==> src/rtl/vga_timing_gen.sv <==
`default_nettype none
// ============================================================================
//  Module      : vga_timing_gen
//  Description : 640x480@60 VGA raster timing (counters, syncs, bright, ticks)
//                with an internal pixel-enable divider. Optional colour-bar
//                test pattern on test_rgb when VGA_TEST_PATTERN_EN is defined.
//  Revision    : 1.0 - initial release
// ============================================================================
module vga_timing_gen #(
    parameter int CLK_DIV      = 4,
    parameter int H_TOTAL      = 800,
    parameter int H_SYNC       = 96,
    parameter int H_DISP_START = 144,
    parameter int H_DISP_END   = 784,
    parameter int V_TOTAL      = 525,
    parameter int V_SYNC       = 2,
    parameter int V_DISP_START = 35,
    parameter int V_DISP_END   = 515
) (
    input  logic       clk,
    input  logic       rst,
    output logic       pix_tick,
    output logic [9:0] hCount,
    output logic [9:0] vCount,
    output logic       bright,
    output logic       hSync,
    output logic       vSync,
    output logic       line_tick,
    output logic       frame_tick
`ifdef VGA_TEST_PATTERN_EN
    ,
    output logic [11:0] test_rgb
`endif
);

    localparam int               c_div_w        = (CLK_DIV > 2) ? $clog2(CLK_DIV) : 1;
    localparam logic [c_div_w-1:0] c_div_last   = c_div_w'(CLK_DIV - 1);
    localparam logic [9:0]       c_h_last       = 10'(H_TOTAL - 1);
    localparam logic [9:0]       c_v_last       = 10'(V_TOTAL - 1);
    localparam logic [9:0]       c_h_sync       = 10'(H_SYNC);
    localparam logic [9:0]       c_v_sync       = 10'(V_SYNC);
    localparam logic [9:0]       c_h_disp_start = 10'(H_DISP_START);
    localparam logic [9:0]       c_h_disp_end   = 10'(H_DISP_END);
    localparam logic [9:0]       c_v_disp_start = 10'(V_DISP_START);
    localparam logic [9:0]       c_v_disp_end   = 10'(V_DISP_END);

    logic [c_div_w-1:0] r_div_cnt;
    logic [9:0]         r_h_count;
    logic [9:0]         r_v_count;
    logic               r_bright;
    logic               r_h_sync;
    logic               r_v_sync;
    logic               r_line_tick;
    logic               r_frame_tick;

    logic               w_pix_tick;
    logic               w_h_wrap;
    logic               w_v_wrap;
    logic [9:0]         w_h_next;
    logic [9:0]         w_v_next;
    logic               w_bright_next;

    assign w_pix_tick = (r_div_cnt == c_div_last);
    assign w_h_wrap   = w_pix_tick && (r_h_count == c_h_last);
    assign w_v_wrap   = w_h_wrap && (r_v_count == c_v_last);

    always_comb begin
        w_h_next = r_h_count;
        w_v_next = r_v_count;
        if (w_pix_tick) begin
            w_h_next = w_h_wrap ? 10'd0 : r_h_count + 10'd1;
            if (w_h_wrap) begin
                w_v_next = w_v_wrap ? 10'd0 : r_v_count + 10'd1;
            end
        end
    end

    // Decodes use the next counter values so the registered outputs line up
    // with hCount/vCount in the same cycle.
    assign w_bright_next = (w_h_next >= c_h_disp_start) && (w_h_next < c_h_disp_end) &&
                           (w_v_next >= c_v_disp_start) && (w_v_next < c_v_disp_end);

    always_ff @(posedge clk) begin
        if (rst) begin
            r_div_cnt    <= '0;
            r_h_count    <= 10'd0;
            r_v_count    <= 10'd0;
            r_bright     <= 1'b0;
            r_h_sync     <= 1'b0;
            r_v_sync     <= 1'b0;
            r_line_tick  <= 1'b0;
            r_frame_tick <= 1'b0;
        end else begin
            r_div_cnt    <= w_pix_tick ? '0 : r_div_cnt + 1'b1;
            r_h_count    <= w_h_next;
            r_v_count    <= w_v_next;
            r_bright     <= w_bright_next;
            r_h_sync     <= ~(w_h_next < c_h_sync);
            r_v_sync     <= ~(w_v_next < c_v_sync);
            r_line_tick  <= w_h_wrap;
            r_frame_tick <= w_v_wrap;
        end
    end

    assign pix_tick   = w_pix_tick;
    assign hCount     = r_h_count;
    assign vCount     = r_v_count;
    assign bright     = r_bright;
    assign hSync      = r_h_sync;
    assign vSync      = r_v_sync;
    assign line_tick  = r_line_tick;
    assign frame_tick = r_frame_tick;

`ifdef VGA_TEST_PATTERN_EN
    localparam logic [9:0] c_bar_w = 10'd80;

    logic [9:0]  w_h_off;
    logic [2:0]  w_bar;
    logic [11:0] w_rgb_next;
    logic [11:0] r_test_rgb;

    assign w_h_off = w_h_next - c_h_disp_start;
    assign w_bar   = 3'(w_h_off / c_bar_w);

    always_comb begin
        w_rgb_next = 12'h000;
        if (w_bright_next) begin
            case (w_bar)
                3'd0:    w_rgb_next = 12'hFFF;
                3'd1:    w_rgb_next = 12'hFF0;
                3'd2:    w_rgb_next = 12'h0FF;
                3'd3:    w_rgb_next = 12'h0F0;
                3'd4:    w_rgb_next = 12'hF0F;
                3'd5:    w_rgb_next = 12'hF00;
                3'd6:    w_rgb_next = 12'h00F;
                default: w_rgb_next = 12'h000;
            endcase
        end
    end

    always_ff @(posedge clk) begin
        if (rst) begin
            r_test_rgb <= 12'h000;
        end else begin
            r_test_rgb <= w_rgb_next;
        end
    end

    assign test_rgb = r_test_rgb;
`endif

endmodule
`default_nettype wire

==> config.mk <==
export PLATFORM = sky130hd
export DESIGN_NAME = vga_timing_gen
export DESIGN_NICKNAME = d
export VERILOG_FILES = /design/src/rtl/vga_timing_gen.sv
export SDC_FILE = /design/constraint.sdc
export NUM_CORES = 1
export LEC_CHECK = 0
export CORE_UTILIZATION = 45
export DETAILED_ROUTE_END_ITERATION = 6
export PLACE_DENSITY_LB_ADDON = 0.1
export SYNTH_ARGS = -nofsm -noshare
export SYNTH_HDL_FRONTEND = slang
export SYNTH_SLANG_ARGS = --single-unit
==> constraint.sdc <==
create_clock -name clk -period 5 [get_ports clk]
set_input_delay 0.5 -clock clk [delete_from_list [all_inputs] [get_ports clk]]
set_output_delay 0.5 -clock clk [all_outputs]
set_load 0.03 [all_outputs]
==> results.cfg, run 1 <==
[global_route]
antenna_found_initial = 0
gr-usage-all-layers = 0.198
grt_pass1_vias = 1178
grt_max_degree = 27
gr-total-overflow = 0
grt_pass1_wl_mm = 5.29

[clock_tree]
clkLatencyLatePin_ns = 0.32
hold_buffers = 0
cts_tree = done
cts_buffers = 3
clkTransAtPathRegs_ns = 0.15
cts_resized = 0
post_cts_buffers = 0
cts.sinks = 27
cts-root-buf = clkbuf_4
cts_buffer_depth = 2
htreeDepth = 1

[die]
row_count = 20
die_h_um = 58.5
die_w_um = 58.5
core_area_um2 = 3030
initial_utilization = 0.474
die_area_um2 = 3420
io_pins = 28

[routing]
vias = 1338
antenna_left = 0
wl_mm = 3.22
drt_iter0_drc = 38
route.detailed.drc = 0
via_per_inst = 5.60
first_pass_iters = 4
wl_per_cell_um = 13.5

[timing]
slew_violations = 0
max_slew.worst_pin.slew_ns = 0.966
fin_crit_sh = 0.649
hold_violations = 0
setup_viol = 0
fmax_mhz = 308
skew_ns = 0.0152
post-route-min-period_ns = 3.24
tns_ns = 0
relSlewSlack = 0.354
grt_setup_unrepaired = false

[setup_path]
reg2regPathDepth = 8
reg2reg_to = bright
crit_required_ns = 5.23
crit_buf_inv = 0
crit_slowest_cell = or4b_1
endpoint_kind = register
cp-start-kind = register
cp_slowest_stage_delay_ns = 0.55
path_cells = ha_1 -> and4_1 -> nand4_1 -> nor3_1 -> mux2i_1 -> nand3_1 -> or4b_1 -> a211oi_2
worst_ep_arrival_time_ns = 3.48
r2r_start = r_div_cnt[0]
r2r_setup_slack_ns = 1.76
cp_max_fo = 14
crit_type = register to register
crit_family = simple AND/OR/NAND/NOR gates

[outcome]
status = finished clean

[layout]
final_nets = 202
fillCellCount = 287
drive_above_1_share = 0.0462
multi_input_area_um2 = 828
layout_common_cells = dfxtp_1 (27), clkdlybuf4s50_1 (27), nor2_1 (24)
area_delta_synth_final_pct = 21.4
ff_latch_area_um2 = 541
num_antenna_cells = 0

[logic_synthesis]
ys.flop_type = dfxtp_1
synth_area_um2 = 1440
async_flop_share = 0
synth_area_per_cell_um2 = 8.21
ys_seq_area_frac = 0.376
post_synth_num_cell_types = 46
netlist_instances = 175
yosysWarningCount = 0
synth_edf_count = 0
synth.net_count = 181
ys_ff_latch = 27

[min_path]
hp-class = register to register
hold_start = r_div_cnt[0]
min_to = r_div_cnt[0]
hold_path_depth = 1

[pwr]
powerDensity_nw_per_um2 = 188
p_sw_w = 0.0000736
p_sw_frac = 0.225
p_leak_nw = 0.610
power_frac_comb = 0.048
worst_ir_drop_vdd_uv = 157
totalPowerFinal_w = 0.000328
intPower_w = 0.000254
seq_power_share = 0.671
p_clk_frac = 0.282

[job]
maxCapViolCount = 0

[placed_design]
portBuffers = 27
gp_congestion = 0.833
dpl.hpwl_mm = 2.31
## cells by family after synthesis
logic type,after synthesis,share of synthesized area
AO/OA/AOI/OAI,32,0.151
flip-flops,27,0.376
buffers and inverters,17,0.0470
XOR/XNOR,11,0.0671
adder cells (fa/ha/maj),4,0.0348
multiplexers,2,0.0139
AND/OR/NAND/NOR,82,0.310
## cell type report
class,instances,area share
clock buffer,3,0.0129
clock inverter,1,0.00287
inverter,6,0.0129
multi-input combinational,131,0.475
sequential,27,0.310
tap,44,0.0316
timing repair buffer,27,0.155
## cell usage after synthesis, types with 2 or more instances
master,number,area share
o21ai_1,2,0.0070
o21ai_0,3,0.010
nor2_1,24,0.063
mux2i_1,2,0.014
a21oi_1,8,0.028
inv_1,6,0.016
xnor2_1,5,0.030
nor3b_1,2,0.010
and4_1,2,0.012
nor2b_1,2,0.0087
nand3_1,12,0.042
and3_1,2,0.0087
dfxtp_1,27,0.38
nand4_1,6,0.026
clkbuf_1,8,0.021
a31oi_1,5,0.022
nor3_1,9,0.031
nand2_1,11,0.029
xor2_1,6,0.037
ha_1,4,0.035
buf_2,3,0.010
o31a_1,2,0.012
## how the worst max path moves through the flow
stage	startpoint	endpoint	slack [ns]	cells after the start
after floorplan	vCount[0]	bright	2.35	10
after CTS	r_div_cnt[0]	bright	1.78	8
after global placement	r_div_cnt[0]	bright	1.98	8
after detailed placement	r_div_cnt[0]	bright	1.82	8
after global routing	r_div_cnt[0]	bright	1.49	8
final	r_div_cnt[0]	bright	1.76	8
## routing by layer
layer	track usage	share of wire	wire, µm	up-vias
li1	-	-	-	669
met2	0.348	0.51	1650	28
met5	0	0	0	-
met3	0.0242	0.027	88	2
met4	0.0782	0.0053	17	0
met1	0.247	0.46	1470	639
## power groups by stage
| stage | Sequential [W] | Combinational [W] | Clock, W |
|---|---|---|---|
| floorplan | 0.000225 | 0.0000102 | 0 |
| global route | 0.000220 | 0.0000170 | 0.000106 |
| global placement | 0.000224 | 0.0000155 | 0 |
| detailed placement | 0.000224 | 0.0000156 | 0 |
| CTS | 0.000220 | 0.0000156 | 0.0000961 |
| finish | 0.000220 | 0.0000156 | 0.0000923 |
## metrics by stage
| stage | std cells | utilization | setup slack, ns | area, µm² | hold WS [ns] |
|---|---|---|---|---|---|
| 6_report | 239 | 0.576 | 1.76 | 1740 | 0.438 |
| 4_1_cts | 239 | 0.576 | 1.78 | 1740 | 0.442 |
| 3_3_place_gp | 235 | 0.567 | 1.98 | 1720 | 0.412 |
| 5_1_grt | 239 | 0.576 | 1.49 | 1740 | 0.467 |
| 3_5_place_dp | 235 | 0.567 | 1.82 | 1720 | 0.423 |
| 2_1_floorplan | 175 | - | 2.35 | 1440 | 0.404 |
## sequential cells by signal, indices dropped and copies added (netlist names)
name,count
frame_tick,1
r_div_cnt,2
bright,1
line_tick,1
vCount,10
vSync,1
hCount,10
hSync,1
(Power assumes the default switching activity.)
==> inputs of run 2 (changes only) <==
- clock period: 5 -> 3.3 ns (I/O delays scaled with it)
==> run 2 against run 1 <==
  * Non-clock buffer count is 2 higher
  * Clock skew is 0.011 ns lower
  * Cell count is 0.84% higher
  * First-iteration DRC count is 45% higher
  * Core utilization is 0.58 points higher
  * Total power is 55% higher
  * Sequential share of layout area is 0.31 points lower
  * Die area stayed put
  * Critical path depth is 1 lower
  * Largest cell class unchanged
==> results.cfg, run 2 (synthesis results as in run 1) <==
[timing]
slew_violations = 0
fin_ws_ns = 0.547
fmax_mhz = 363
fin_crit_sh = 0.834
post-route-min-period_ns = 2.75
hold_violations = 0
setup_viol = 0
grt_setup_unrepaired = false
max_slew.worst_pin.slew_ns = 0.952
relSlewSlack = 0.363
skew_ns = 0.00394
tns_ns = 0

[clock_tree]
cts-root-buf = clkbuf_4
cts_tree = done
cts_resized = 0
clkTransAtPathRegs_ns = 0.15
cts_buffer_depth = 2
post_cts_buffers = 0
hold_buffers = 0
clkLatencyLatePin_ns = 0.32
cts_buffers = 3
cts.sinks = 27
htreeDepth = 1

[routing]
wl_per_cell_um = 14.0
drt_iter0_drc = 55
vias = 1330
route.detailed.drc = 0
wl_mm = 3.37
via_per_inst = 5.52
first_pass_iters = 4
antenna_left = 0

[layout]
num_antenna_cells = 0
instances_no_fill = 241
drive_above_1_share = 0.0558
area_delta_synth_final_pct = 22.6
fin_area_um2 = 1760
final_nets = 204
ff_latch_area_um2 = 541
fillCellCount = 308
layout_common_cells = dfxtp_1 (27), clkdlybuf4s50_1 (27), nor2_1 (24)
multi_input_area_um2 = 828

[setup_path]
r2r_setup_slack_ns = 0.55
crit_slowest_cell = or4b_1
crit_type = register to register
worst-path-stages = 7
reg2regPathDepth = 7
cp-start-kind = register
path_cells = nor4b_2 -> nand4_1 -> nor3_1 -> mux2i_1 -> nand3_1 -> or4b_1 -> a211oi_2
cp_slowest_stage_delay_ns = 0.54
crit_family = simple AND/OR/NAND/NOR gates
endpoint_kind = register
worst_ep_arrival_time_ns = 3.00
cp_max_fo = 10
crit_buf_inv = 0
crit_required_ns = 3.54

[min_path]
hp-class = register to register
hold_path_depth = 1

[pwr]
worst_ir_drop_vdd_uv = 158
p_sw_w = 0.000121
p_sw_frac = 0.238
p_clk_frac = 0.294
intPower_w = 0.000387
seq_power_share = 0.656
power_frac_comb = 0.049
powerDensity_nw_per_um2 = 288
totalPowerFinal_w = 0.000508
p_leak_nw = 0.616

[global_route]
grt_pass1_wl_mm = 5.79
grt_pass1_vias = 1268
grt_max_degree = 27
gr-usage-all-layers = 0.218
gr-total-overflow = 0
antenna_found_initial = 0

[placed_design]
dpl.hpwl_mm = 2.42
portBuffers = 27
post_dp_cell_area_um2 = 1730
dp.cells = 237
place_ws_ns = 0.583
gp_congestion = 0.947

[job]
maxCapViolCount = 0

[die]
die_area_um2 = 3420
initial_utilization = 0.474
io_pins = 28
core_area_um2 = 3030
die_h_um = 58.5
row_count = 20
die_w_um = 58.5

[outcome]
status = finished clean
==> run 2: cell types whose count changed in the layout (fill, tap and decap cells not counted) <==
cell,delta
buf_4,+2
clkinv_2,-1
clkinvlp_4,+1
==> run 2: layout make-up <==
| cell class | count | share of cell area |
|---|---|---|
| clock buffers | 3 | 0.0128 |
| well taps | 44 | 0.0312 |
| inverters | 6 | 0.0128 |
| flip-flops and latches | 27 | 0.307 |
| repair buffers | 29 | 0.162 |
| multi-input cells | 131 | 0.470 |
| clock inverters | 1 | 0.00426 |
==> run 2: stage by stage <==
stage	util	hold WS, ns
2_1_floorplan	-	0.404
3_3_place_gp	0.572	0.412
3_5_place_dp	0.572	0.430
4_1_cts	0.582	0.451
5_1_grt	0.582	0.461
6_report	0.582	0.447
==> run 2: final timing paths <==
kind / to / from
setup reg to reg: bright / hCount[5]
hold reg to reg: r_div_cnt[0] / r_div_cnt[0]
setup / recovery: bright / hCount[5]
hold / removal: r_div_cnt[0] / r_div_cnt[0]
==> run 2: per-layer routing <==
layer | global-route usage | wire (µm) | vias to the layer above
li1 | - | - | 673
met1 | 0.267 | 1530 | 627
met2 | 0.388 | 1690 | 24
met3 | 0.0264 | 83 | 6
met4 | 0.0884 | 64 | 0
met5 | 0 | 0 | -
==> run 2: power by group through the flow <==
stage	clock, W	combinational, W	sequential, W
4_1_cts	0.000157	0.0000256	0.000333
6_report	0.000149	0.0000250	0.000333
3_3_place_gp	0	0.0000243	0.000340
5_1_grt	0.000165	0.0000280	0.000334
3_5_place_dp	0	0.0000254	0.000340
2_1_floorplan	0	0.0000155	0.000341
